==> src/rtl/nvme_pdu_engine.sv <==
// nvme_pdu_engine: builds an NVMe/TCP-style PDU in byte memory on write and streams it,
// plus a 4-char status, to a uart_tx on read.
module nvme_pdu_engine #(
  parameter int MAX_PAYLOAD = 64,
  parameter int MEM_AW = 8,
  parameter int LEN_W = 8,
  parameter logic [7:0] PDU_VERSION = 8'h01
) (
  input  logic             clk,
  input  logic             rst,
  input  logic             wr_start_i,
  input  logic             rd_start_i,
  input  logic [7:0]       opcode_i,
  input  logic [31:0]      nsid_i,
  input  logic [LEN_W-1:0] pay_len_i,
  input  logic [7:0]       pay_data_i,
  input  logic             pay_valid_i,
  output logic             pay_ready_o,
  output logic [7:0]       tx_data_o,
  output logic             tx_start_o,
  input  logic             tx_busy_i,
  output logic             busy_o,
  output logic [7:0]       cmd_id_o,
  output logic             pdu_valid_o
);
  localparam int PW = MEM_AW + 1;
  localparam logic [2:0] IDLE = 3'd0, HDR = 3'd1, PAY = 3'd2, RD_FETCH = 3'd3, RD_SEND = 3'd4, ACK = 3'd5;
  logic [2:0] state_q, state_d;
  logic [MEM_AW-1:0] idx_q, idx_d;
  logic [LEN_W-1:0] cnt_q, cnt_d, len_q, len_d;
  logic [PW-1:0] pdu_len_q, pdu_len_d;
  logic [7:0] cmd_id_q, cmd_id_d, op_q, op_d, tx_data_q, tx_data_d, rd_q;
  logic [31:0] nsid_q, nsid_d;
  logic pdu_valid_q, pdu_valid_d, ack_rd_q, ack_rd_d, ack_err_q, ack_err_d, tx_start_q, tx_start_d;
  logic [1:0] ack_idx_q, ack_idx_d, tx_ph_q, tx_ph_d;
  logic [7:0] mem [2**MEM_AW];
  logic mem_we, sending, tx_fire, tx_done, len_bad;
  logic [MEM_AW-1:0] mem_waddr;
  logic [7:0] mem_wdata, tx_byte;
  logic [63:0] hdr_w;
  logic [31:0] ack_w;
  assign hdr_w = {PDU_VERSION, op_q, 8'h00, cmd_id_q, nsid_q};
  assign ack_w = {ack_rd_q ? "R" : "W", " ", ack_err_q ? "ER" : "OK"};
  assign tx_byte = state_q == RD_SEND ? rd_q : ack_w[{~ack_idx_q, 3'b000} +: 8];
  assign sending = state_q == RD_SEND || state_q == ACK;
  // Per byte: phase 0 waits for an idle UART and fires, 1 waits for busy to rise, 2 for it to fall.
  assign tx_fire = sending && tx_ph_q == 2'd0 && !tx_busy_i;
  assign tx_done = sending && tx_ph_q == 2'd2 && !tx_busy_i;
  assign len_bad = pay_len_i == '0 || pay_len_i > LEN_W'(MAX_PAYLOAD);
  always_comb begin
    state_d = state_q;
    idx_d = idx_q;
    cnt_d = cnt_q;
    len_d = len_q;
    pdu_len_d = pdu_len_q;
    cmd_id_d = cmd_id_q;
    op_d = op_q;
    nsid_d = nsid_q;
    pdu_valid_d = pdu_valid_q;
    ack_rd_d = ack_rd_q;
    ack_err_d = ack_err_q;
    ack_idx_d = ack_idx_q;
    tx_start_d = tx_fire;
    tx_data_d = tx_fire ? tx_byte : tx_data_q;
    tx_ph_d = tx_fire ? 2'd1 : tx_done ? 2'd0 : (tx_ph_q == 2'd1 && tx_busy_i) ? 2'd2 : tx_ph_q;
    mem_we = 1'b0;
    mem_waddr = idx_q;
    mem_wdata = hdr_w[{~idx_q[2:0], 3'b000} +: 8];
    case (state_q)
      IDLE:
        if (wr_start_i && len_bad) begin
          state_d = ACK;
          ack_rd_d = 1'b0;
          ack_err_d = 1'b1;
          ack_idx_d = 2'd0;
        end else if (wr_start_i) begin
          state_d = HDR;
          cmd_id_d = cmd_id_q + 8'd1;
          pdu_valid_d = 1'b0;
          op_d = opcode_i;
          nsid_d = nsid_i;
          len_d = pay_len_i;
          idx_d = '0;
        end else if (rd_start_i) begin
          state_d = pdu_valid_q ? RD_FETCH : ACK;
          ack_rd_d = 1'b1;
          ack_err_d = !pdu_valid_q;
          ack_idx_d = 2'd0;
          idx_d = '0;
        end
      HDR: begin
        mem_we = 1'b1;
        idx_d = idx_q + MEM_AW'(1);
        cnt_d = '0;
        state_d = idx_q == MEM_AW'(7) ? PAY : HDR;
      end
      PAY:
        if (pay_valid_i) begin
          mem_we = 1'b1;
          mem_waddr = MEM_AW'(8) + MEM_AW'(cnt_q);
          mem_wdata = pay_data_i;
          cnt_d = cnt_q + LEN_W'(1);
          if (cnt_q == len_q - LEN_W'(1)) begin
            state_d = ACK;
            pdu_len_d = PW'(len_q) + PW'(8);
            pdu_valid_d = 1'b1;
            ack_rd_d = 1'b0;
            ack_err_d = 1'b0;
            ack_idx_d = 2'd0;
          end
        end
      RD_FETCH: state_d = RD_SEND;
      RD_SEND:
        if (tx_done) begin
          idx_d = idx_q + MEM_AW'(1);
          state_d = PW'(idx_q) + PW'(1) == pdu_len_q ? ACK : RD_FETCH;
        end
      ACK:
        if (tx_done) begin
          ack_idx_d = ack_idx_q + 2'd1;
          state_d = ack_idx_q == 2'd3 ? IDLE : ACK;
        end
      default: state_d = IDLE;
    endcase
  end
  always_ff @(posedge clk or posedge rst) begin
    if (rst) begin
      state_q <= IDLE;
      idx_q <= '0;
      cnt_q <= '0;
      len_q <= '0;
      pdu_len_q <= '0;
      cmd_id_q <= '0;
      op_q <= '0;
      nsid_q <= '0;
      pdu_valid_q <= 1'b0;
      ack_rd_q <= 1'b0;
      ack_err_q <= 1'b0;
      ack_idx_q <= '0;
      tx_ph_q <= '0;
      tx_start_q <= 1'b0;
      tx_data_q <= '0;
    end else begin
      state_q <= state_d;
      idx_q <= idx_d;
      cnt_q <= cnt_d;
      len_q <= len_d;
      pdu_len_q <= pdu_len_d;
      cmd_id_q <= cmd_id_d;
      op_q <= op_d;
      nsid_q <= nsid_d;
      pdu_valid_q <= pdu_valid_d;
      ack_rd_q <= ack_rd_d;
      ack_err_q <= ack_err_d;
      ack_idx_q <= ack_idx_d;
      tx_ph_q <= tx_ph_d;
      tx_start_q <= tx_start_d;
      tx_data_q <= tx_data_d;
    end
  end
  // rd_q only loads in RD_FETCH so it stays put for the whole UART handshake.
  always_ff @(posedge clk) begin
    if (mem_we) mem[mem_waddr] <= mem_wdata;
    if (state_q == RD_FETCH) rd_q <= mem[idx_q];
  end
  assign pay_ready_o = state_q == PAY;
  assign busy_o = state_q != IDLE;
  assign tx_start_o = tx_start_q;
  assign tx_data_o = tx_data_q;
  assign cmd_id_o = cmd_id_q;
  assign pdu_valid_o = pdu_valid_q;
endmodule

==> config.mk <==
export PLATFORM = sky130hd
export DESIGN_NAME = nvme_pdu_engine
export DESIGN_NICKNAME = d
export VERILOG_FILES = /design/src/rtl/nvme_pdu_engine.sv
export SDC_FILE = /design/constraint.sdc
export NUM_CORES = 2
export LEC_CHECK = 0
export BUFFER_PORTS_ARGS = -buffer_cell sky130_fd_sc_hd__buf_2
export CAP_MARGIN = 10
export CORE_ASPECT_RATIO = 0.75
export CORE_MARGIN = 2
export CORE_UTILIZATION = 40
export DETAILED_ROUTE_END_ITERATION = 12
export GPL_ROUTABILITY_DRIVEN = 0
export PLACE_DENSITY = 0.6
export REMOVE_ABC_BUFFERS = 1
export SETUP_SLACK_MARGIN = 0.05
export SLEW_MARGIN = 10
export SYNTH_ARGS = -nofsm -noshare
export SYNTH_HDL_FRONTEND = slang
export SYNTH_SLANG_ARGS = --single-unit
==> constraint.sdc <==
create_clock -name clk -period 21.3 [get_ports clk]
set_input_delay 2.13 -clock clk [delete_from_list [all_inputs] [get_ports clk]]
set_output_delay 2.13 -clock clk [all_outputs]
set_load 0.1 [all_outputs]
==> results.yml <==
detailed_routing:
  drcViolationCount: 0
  dr_total_vias: 44100
  routed-wl-met2_mm: 94.1
  viasPerCell: 5.84
  wl_per_cell_microns: 28.6
  ant_nets: 0
  drt_iter0_drc: 5613
  first_pass_iters: 6
  drt-total-wl_mm: 216
  top_layer: "met4"
  wl_met3_mm: 20.0
  wl_met1_mm: 97.9
floorplanning:
  die_h_microns: 404
  die_area_sq_mm: 0.217
  start_util: 0.403
  core.rowCount: 146
  coreArea_sq_mm: 0.211
  ios: 82
  die_w_microns: 537
synthesis:
  ys_seq_area_frac: 0.755
  synth_seq_cells: 2156
  syn_area_sq_mm: 0.0851
  yosysWarnings: 0
  synthFlopType: "edfxtp_1"
  syn_inst: 4486
  synth_cell_type_count: 72
  ys_async_sr_fraction: 0.0464
  synth_edf_count: 2056
  synth.avg_cell_area_sq_um: 19.0
sta:
  setup_violations: 0
  skew_ns: 0.0505
  worst_pin_slew_ns: 1.33
  max_slew_margin: 0.114
  drv_slew: 0
  hold_viol_final: 0
  fmax_mhz: 157
  fin_crit_ns: 6.39
  fin_crit_sh: 0.300
  worst_hold_slack_ns: 0.476
  rsz0062_at_grt: "no"
global_routing:
  antenna_found_initial: 7
  grt_overflow: 0
  first_global_vias: 42500
  grt_pass1_wl_mm: 311
  grt_max_degree: 210
  grt.total_usage: 0.197
clocking:
  numCtsBuffers: 202
  cts_tree: "built"
  clockRootBuffer: "clkbuf_16"
  clk_latency_ns: 0.83
  cts.path.max_buffers: 4
  ctsHoldBuffers: 0
  post_cts_buffers: 0
  cts_resized: 0
  h-tree-depth: 4
  clkSinkCount: 2156
  path_clk_slew_ns: 0.06
setup_path:
  cp-end-kind: "flip-flop"
  crit_start: "idx_q[1]$_DFFE_PP0P_"
  reg2reg_depth: 11
  r2r-end: "rd_q[0]$_DFFE_PN_"
  critPathLaunchType: "flip-flop"
  crit_type: "reg -> reg"
  reg2reg_from: "idx_q[1]$_DFFE_PP0P_"
  cp_max_fo: 138
  r2r_slack_ns: 14.91
  worst-endpoint-arrival_ns: 6.93
  critPathRequiredTime_ns: 21.84
layout:
  area_growth_pct: 11.8
  nets: 4656
  design_area_sq_mm: 0.0952
  final_cells: 7556
  layout-drive-gt1-share: 0.193
power:
  clockPowerShare: 0.299
  vdd_drop_max_v: 0.000147
  internal-power_mw: 8.48
  p_total_mw: 12.2
  p_sw_frac: 0.306
  power_density_mw_per_mm2: 128
  p_comb_frac: 0.248
  p_switching_mw: 3.73
  seqPwrFrac: 0.453
  cellLeakagePower_nw: 30.1
min_path:
  holdCritPathClass: "reg -> reg"
  min_from: "nsid_q[15]$_DFFE_PP0P_"
  hold_end: "nsid_q[15]$_DFFE_PP0P_"
  worstHoldPathCells: 2
placement:
  place_inst: 7191
  portBuffers: 81
  detailed_place_hpwl_mm: 129
  dpl_cell_area_sq_mm: 0.0886
outcome:
  status: "completed"
run:
  cap_violations: 0
synth_stat cells, types with 7 or more instances:
| library cell | n | area, sq um |
|---|---|---|
| and2_1 | 7 | 43.8 |
| nand3_1 | 50 | 250 |
| dfrtp_1 | 100 | 2500 |
| o211ai_1 | 9 | 67.6 |
| and3_1 | 9 | 56.3 |
| mux2_2 | 7 | 78.8 |
| buf_6 | 17 | 191 |
| a22o_1 | 16 | 140 |
| ha_1 | 10 | 125 |
| buf_2 | 79 | 395 |
| a21o_1 | 11 | 82.6 |
| nor2_1 | 331 | 1240 |
| nor4_1 | 27 | 169 |
| a221oi_1 | 10 | 87.6 |
| a22oi_1 | 180 | 1350 |
| edfxtp_1 | 2056 | 61700 |
| buf_4 | 24 | 180 |
| o221ai_1 | 32 | 280 |
| mux2_1 | 9 | 101 |
| clkbuf_1 | 130 | 488 |
| xor2_1 | 17 | 149 |
| a21oi_1 | 89 | 445 |
| o21ai_0 | 61 | 305 |
| o22ai_1 | 29 | 181 |
| nor2b_1 | 18 | 113 |
| buf_1 | 16 | 60.1 |
| inv_1 | 16 | 60.1 |
| a211oi_1 | 19 | 143 |
| xnor2_1 | 19 | 166 |
| mux4_2 | 406 | 9140 |
| nand2_1 | 274 | 1030 |
| nand2b_1 | 12 | 75.1 |
| nor3_1 | 18 | 90.1 |
| nand4_1 | 22 | 138 |
| mux2i_1 | 262 | 2620 |
| a211o_1 | 8 | 70.1 |
power groups by stage:
stage | sequential, mW | clock, mW | combinational [mW]
finish | 5.53 | 3.65 | 3.03
global route | 5.54 | 3.86 | 3.24
CTS | 5.53 | 3.70 | 3.05
detailed placement | 5.62 | 0 | 3.05
global placement | 5.62 | 0 | 3.01
floorplan | 6.15 | 0 | 2.87
metal layers:
metal	track usage	vias up
met1	0.311	23500
met4	0.0398	0
met5	0	-
li1	-	18400
met3	0.0407	249
met2	0.281	1968
cell families after synthesis:
logic type | synth area share
flip-flops | 0.755
AND/OR/NAND/NOR | 0.0408
multiplexers | 0.140
AO/OA/AOI/OAI | 0.0417
buffers and inverters | 0.0173
XOR/XNOR | 0.00370
adder cells (fa/ha/maj) | 0.00147
registers in the layout, indices dropped and copies added, names as in the netlist, 8 cells and up:
| name | count |
|---|---|
| cmd_id_o | 8 |
| cnt_q | 8 |
| idx_q | 8 |
| len_q | 8 |
| mem | 2048 |
| nsid_q | 32 |
| op_q | 8 |
| pdu_len_q | 9 |
| rd_q | 8 |
| tx_data_o | 8 |
placed cells by master, fill, tap and decap left out, drive strengths merged, types with 19 or more instances in the layout:
cell,count
a211oi,19
a21oi,89
a22oi,180
buf,166
bufinv,26
clkbuf,248
clkinv,77
dfrtp,100
edfxtp,2056
inv,20
mux2i,262
mux4,406
nand2,275
nand3,50
nand4,22
nor2,331
nor4,28
o21ai,65
o221ai,32
o22ai,29
xnor2,19
metrics by stage:
step	setup TNS (ns)	setup slack [ns]	utilization
5_1_grt	0	14.69	0.450
6_report	0	14.91	0.450
2_1_floorplan	-9753.79	-5.64	-
4_1_cts	0	14.90	0.450
3_5_place_dp	0	14.51	0.419
3_3_place_gp	0	14.63	0.419
worst max-delay path by stage:
stage	end	slack, ns	depth (start not counted)
4_1_cts	rd_q[0]$_DFFE_PN_	14.90	11
5_1_grt	rd_q[0]$_DFFE_PN_	14.69	11
6_report	rd_q[0]$_DFFE_PN_	14.91	11
2_1_floorplan	mem[0][0]$_DFFE_PP_	-5.64	3
3_5_place_dp	mem[56][3]$_DFFE_PP_	14.51	8
3_3_place_gp	mem[56][3]$_DFFE_PP_	14.63	8
critical path, cell delays in order (launching register included):
cell and delay, ns:
dfrtp_4 0.68, buf_4 0.69, buf_4 0.86, buf_12 0.77, buf_4 0.94, mux2i_1 0.30
a22oi_1 0.12, nand3_1 0.22, nand4_1 0.28, nor4_1 0.79, buf_4 0.23, nor4_1 0.04
area by class of cell:
class                           instances  area, sq um
Fill cell                           17800       116000
Timing Repair Buffer                  166         1120
Tap cell                             2812         3520
Clock buffer                          248         5330
Antenna cell                            5         12.5
Inverter                               17         66.3
Sequential cell                      2156        64300
Multi-Input combinational cell       2041        19700
Clock inverter                        111         1210
No activity file was read; power rests on OpenSTA's default activity.
